File: src/rtl/collision_scorer.sv
// Runner/obstacle collision detector with BCD live score and session high score.
// Drives the stop request to game control while the game is over.
module collision_scorer #(
    parameter int GRACE_TICKS = 8,
    parameter int HEIGHT_WRAP = 64
) (
    input  logic        clk,
    input  logic        reset,
    input  logic        start,
    input  logic        tick,
    input  logic [6:0]  runner_height,
    input  logic [1:0]  obstacle_col,
    output logic        stop_req,
    output logic        hit,
    output logic [1:0]  state,
    output logic [15:0] score_bcd,
    output logic [15:0] high_bcd,
    output logic        new_high
);

    typedef enum logic [1:0] {
        S_IDLE  = 2'd0,
        S_GRACE = 2'd1,
        S_RUN   = 2'd2,
        S_OVER  = 2'd3
    } state_t;

    localparam logic [7:0] GRACE_LD = 8'(GRACE_TICKS);
    localparam logic [7:0] WRAP     = 8'(HEIGHT_WRAP);

    state_t      state_q, state_d;
    logic [7:0]  grace_q, grace_d;
    logic [15:0] score_q, score_d;
    logic [15:0] high_q, high_d;
    logic        new_high_q, new_high_d;
    logic        hit_q, hit_d;
    logic        stop_q, stop_d;

    logic [6:0]  h_eff;
    logic        coll;
    logic [15:0] score_inc;

    // Ripple-carry BCD increment that saturates at 9999.
    function automatic logic [15:0] bcd_inc(input logic [15:0] v);
        logic [15:0] r;
        logic        c;
        r = v;
        c = 1'b1;
        if (v != 16'h9999) begin
            for (int i = 0; i < 4; i++) begin
                if (c) begin
                    if (r[i*4 +: 4] == 4'd9) begin
                        r[i*4 +: 4] = 4'd0;
                    end else begin
                        r[i*4 +: 4] = r[i*4 +: 4] + 4'd1;
                        c = 1'b0;
                    end
                end
            end
        end
        return r;
    endfunction

    // Heights at or above the wrap value come from a datapath underflow.
    assign h_eff = ({1'b0, runner_height} >= WRAP) ? 7'd0 : runner_height;
    assign coll  = (obstacle_col != 2'd0) && (h_eff <= {5'd0, obstacle_col});
    assign score_inc = bcd_inc(score_q);

    always_comb begin
        state_d    = state_q;
        grace_d    = grace_q;
        score_d    = score_q;
        high_d     = high_q;
        new_high_d = new_high_q;
        hit_d      = 1'b0;
        if (start) begin
            state_d    = S_GRACE;
            grace_d    = GRACE_LD;
            score_d    = 16'h0000;
            new_high_d = 1'b0;
        end else if (tick) begin
            unique case (state_q)
                S_GRACE: begin
                    score_d = score_inc;
                    grace_d = grace_q - 8'd1;
                    if (grace_q == 8'd1) begin
                        state_d = S_RUN;
                    end
                end
                S_RUN: begin
                    if (coll) begin
                        state_d = S_OVER;
                        hit_d   = 1'b1;
                        if (high_q < score_q) begin
                            high_d     = score_q;
                            new_high_d = 1'b1;
                        end
                    end else begin
                        score_d = score_inc;
                    end
                end
                default: ;
            endcase
        end
        stop_d = (state_d == S_OVER);
    end

    always_ff @(posedge clk or posedge reset) begin
        if (reset) begin
            state_q    <= S_IDLE;
            grace_q    <= 8'd0;
            score_q    <= 16'h0000;
            high_q     <= 16'h0000;
            new_high_q <= 1'b0;
            hit_q      <= 1'b0;
            stop_q     <= 1'b0;
        end else begin
            state_q    <= state_d;
            grace_q    <= grace_d;
            score_q    <= score_d;
            high_q     <= high_d;
            new_high_q <= new_high_d;
            hit_q      <= hit_d;
            stop_q     <= stop_d;
        end
    end

    assign state     = state_q;
    assign score_bcd = score_q;
    assign high_bcd  = high_q;
    assign new_high  = new_high_q;
    assign hit       = hit_q;
    assign stop_req  = stop_q;

endmodule

File: config.mk
export PLATFORM = sky130hd
export DESIGN_NAME = collision_scorer
export DESIGN_NICKNAME = d
export VERILOG_FILES = /design/src/rtl/collision_scorer.sv
export SDC_FILE = /design/constraint.sdc
export NUM_CORES = 1
export LEC_CHECK = 0
export ABC_AREA = 1
export BUFFER_PORTS_ARGS = -buffer_cell sky130_fd_sc_hd__buf_4
export CORE_ASPECT_RATIO = 0.8
export CORE_MARGIN = 2
export CORE_UTILIZATION = 55
export DETAILED_ROUTE_END_ITERATION = 10
export HOLD_SLACK_MARGIN = 0.12
export PLACE_DENSITY_LB_ADDON = 0.15
export SYNTH_ARGS = -nofsm -noshare
export SYNTH_HDL_FRONTEND = slang
export SYNTH_SLANG_ARGS = --single-unit
File: constraint.sdc
create_clock -name clk -period 2.6 [get_ports clk]
set_clock_uncertainty 0.05 [all_clocks]
set_input_delay 0 -clock clk [delete_from_list [all_inputs] [get_ports clk]]
set_output_delay 0 -clock clk [all_outputs]
set_load 0.03 [all_outputs]
==> out/summary.txt <==
RSZ-0062 raised after global routing: false
syn avg cell area: 7.81 um^2
num ports: 50
Cell Rows: 23
startpoint type of the worst setup path: register
final-stage net count: 461
CTS Buffer Depth: 2
grt total ovfl: 0
worst slew pin tran: 1120 ps
initial antenna violation count: 0
final setup fails: 0
DRT Pass-1 Iters: 4
synth-to-layout area growth: 19.5%
Netlist cell types: 26
Max FO, Critical Path: 17
FMAX: 460 MHz
routability cong.: 0.834
first-pass GRT wire length: 11000 um
vias in the first global route: 2355
layout cells sized above 1: 18.9%
H-Tree Depth: 2
ANT nets after route: 0
Filler Cell Count: 452
Post-Syn Instances: 362
Die Wd: 84.2 um
CTS sink count: 45
CTS tree: built
Avg Vias per Cell: 5.23
CP endpoint kind: register
Hold WS: 168 ps
worst vdd ir: 478 uV
YS warnings: 0
clk root buf: clkbuf_8
IO Port Bufs: 49
Routed WL per cell: 13.4 um
diode count: 0
sequential element share of the synthesized area: 39.8%
Detailed Route WL: 6450 um
core region area: 4980 um^2
PostCTS Resize Cnt: 0
Syn Std Cell Area: 2830 um^2
max-slew violations: 0
largest net degree at the start of global routing: 31
Leak: 1.92 nW
fin crit share: 83.7%
die height: 68.1 um
post-route minimum period: 2180 ps
Overall Global Routing Usage: 24.2%
worst min path class: in2reg
TNS Setup: 0 ps
Iter 0 DRT Violations: 171
Worst Path Arrival: 2320 ps
max_cap viols: 0
final hold viol count: 0
Crit Path Class: reg2reg
die area: 5740 um^2
FF+latch count, synth: 45
net count of the mapped netlist: 405
Crit path required time: 2750 ps
Relative slew margins: 24.7%
setup bufs post-CTS: 0
CTS Buf Count: 5
status: completed
Power Dens Cells: 668 nW/um^2
detailed-route via count: 2516
Detailed Place HPWL: 4760 um
Reg clk slew, reported paths: 90 ps
# DRC: 0
Skew-Pair Late Insertion Delay: 300 ps
Initial Util: 56.8%
-- kinds of logic after synthesis --
kind of cell | count (synthesis) | share of synthesized area, %
buffers and inverters | 55 | 8.40
adder cells (fa/ha/maj) | 30 | 13.3
flip-flops | 45 | 39.8
XOR/XNOR | 8 | 2.48
AND/OR/NAND/NOR | 194 | 30.5
AO/OA/AOI/OAI | 30 | 5.53
-- sequential cells by signal, indices dropped and copies added (netlist names) --
name,flops
stop_req,1
grace_q,8
hit,1
score_bcd,16
new_high,1
state,2
high_bcd,16
-- metrics by stage --
stage,cells,area [um^2],worst slack (ps),power (mW),util (%)
CTS,481,3380,464,2.26,67.9
floorplan,362,2830,646,1.51,-
detailed placement,469,3240,482,1.77,65.1
global route,481,3380,204,2.42,67.9
global placement,469,3240,553,1.75,65.1
finish,481,3380,424,2.26,67.9
-- Yosys cell counts (all sizes together) --
library cell / instances / share of area (%)
xor2: 4 / 1.2
o21bai: 1 / 0.27
nand3: 47 / 8.7
nand4: 2 / 0.66
nand2: 103 / 15
o21ai: 14 / 2.5
dfrtp: 45 / 40
nor2: 32 / 4.9
xnor2: 4 / 1.2
a31oi: 1 / 0.22
nor3: 10 / 1.8
inv: 48 / 6.4
ha: 30 / 13
o21a: 1 / 0.27
buf: 7 / 2.0
a21oi: 13 / 2.3
-- critical path, cell delays in order, from the launching register on --
cell     delay [ps]
dfrtp_1         460
inv_1           110
ha_1            320
a21oi_1         140
nor2_1           50
nor3_1          130
nand2_1         100
nand2_2         300
nand2_4         220
nand2_1         120
nand2_1          60
-- power breakdown --
| part | switching [mW] | total (mW) | leakage, nW | internal (mW) |
|---|---|---|---|---|
| Clock | 0.247 | 0.487 | 0.0542 | 0.241 |
| Combinational | 0.541 | 0.841 | 1.27 | 0.300 |
| Sequential | 0.136 | 0.929 | 0.605 | 0.792 |
-- cell type report --
type	count	area (um^2)	area share (%)
multi-input combinational	262	1470	43.3
sequential	45	1130	33.3
timing repair buffer	56	430	12.7
inverter	48	180	5.33
clock buffer	7	96.3	2.85
tap	62	77.6	2.29
clock inverter	1	5.00	0.148
-- path summary, 6_finish.rpt --
path,slack [ps],cells past startpoint,startpoint,end
worst max-delay path,420,10,score_bcd[5],high_bcd[7]
worst min-delay path,170,5,obstacle_col[1],hit
worst max register to register,420,10,score_bcd[5],high_bcd[7]
worst min register to register,420,1,grace_q[6],grace_q[6]
max in group asynchronous,1420,4,reset,high_bcd[5]
min in group asynchronous,350,3,reset,score_bcd[12]
-- metal layers --
metal,part of all wire [%],global-route usage [%],wire length (um),up-vias
met4,1.6,7.46,104,0
met1,48,32.1,3100,1193
met2,46,41.1,2990,47
li1,-,-,-,1266
met3,3.8,4.34,245,10
met5,0,0,0,-
-- timing repair --
action,CTS,global route
setup endpoints to repair,0,0
hold endpoints to repair,41,0
hold buffers,4,0
-- cell usage in the layout (no fill, tap or decap), drive strengths merged --
cell type      n
dlygate4sd3    4
nor3          10
nand3         47
clkinv         2
ha            30
buf           52
xnor2          4
o21bai         1
xor2           4
o21a           1
clkbuf         7
a31oi          1
o21ai         14
inv           47
a21oi         13
nand4          2
dfrtp         45
nor2          32
nand2        103
Note: power is estimated with default switching activity, not from simulation.
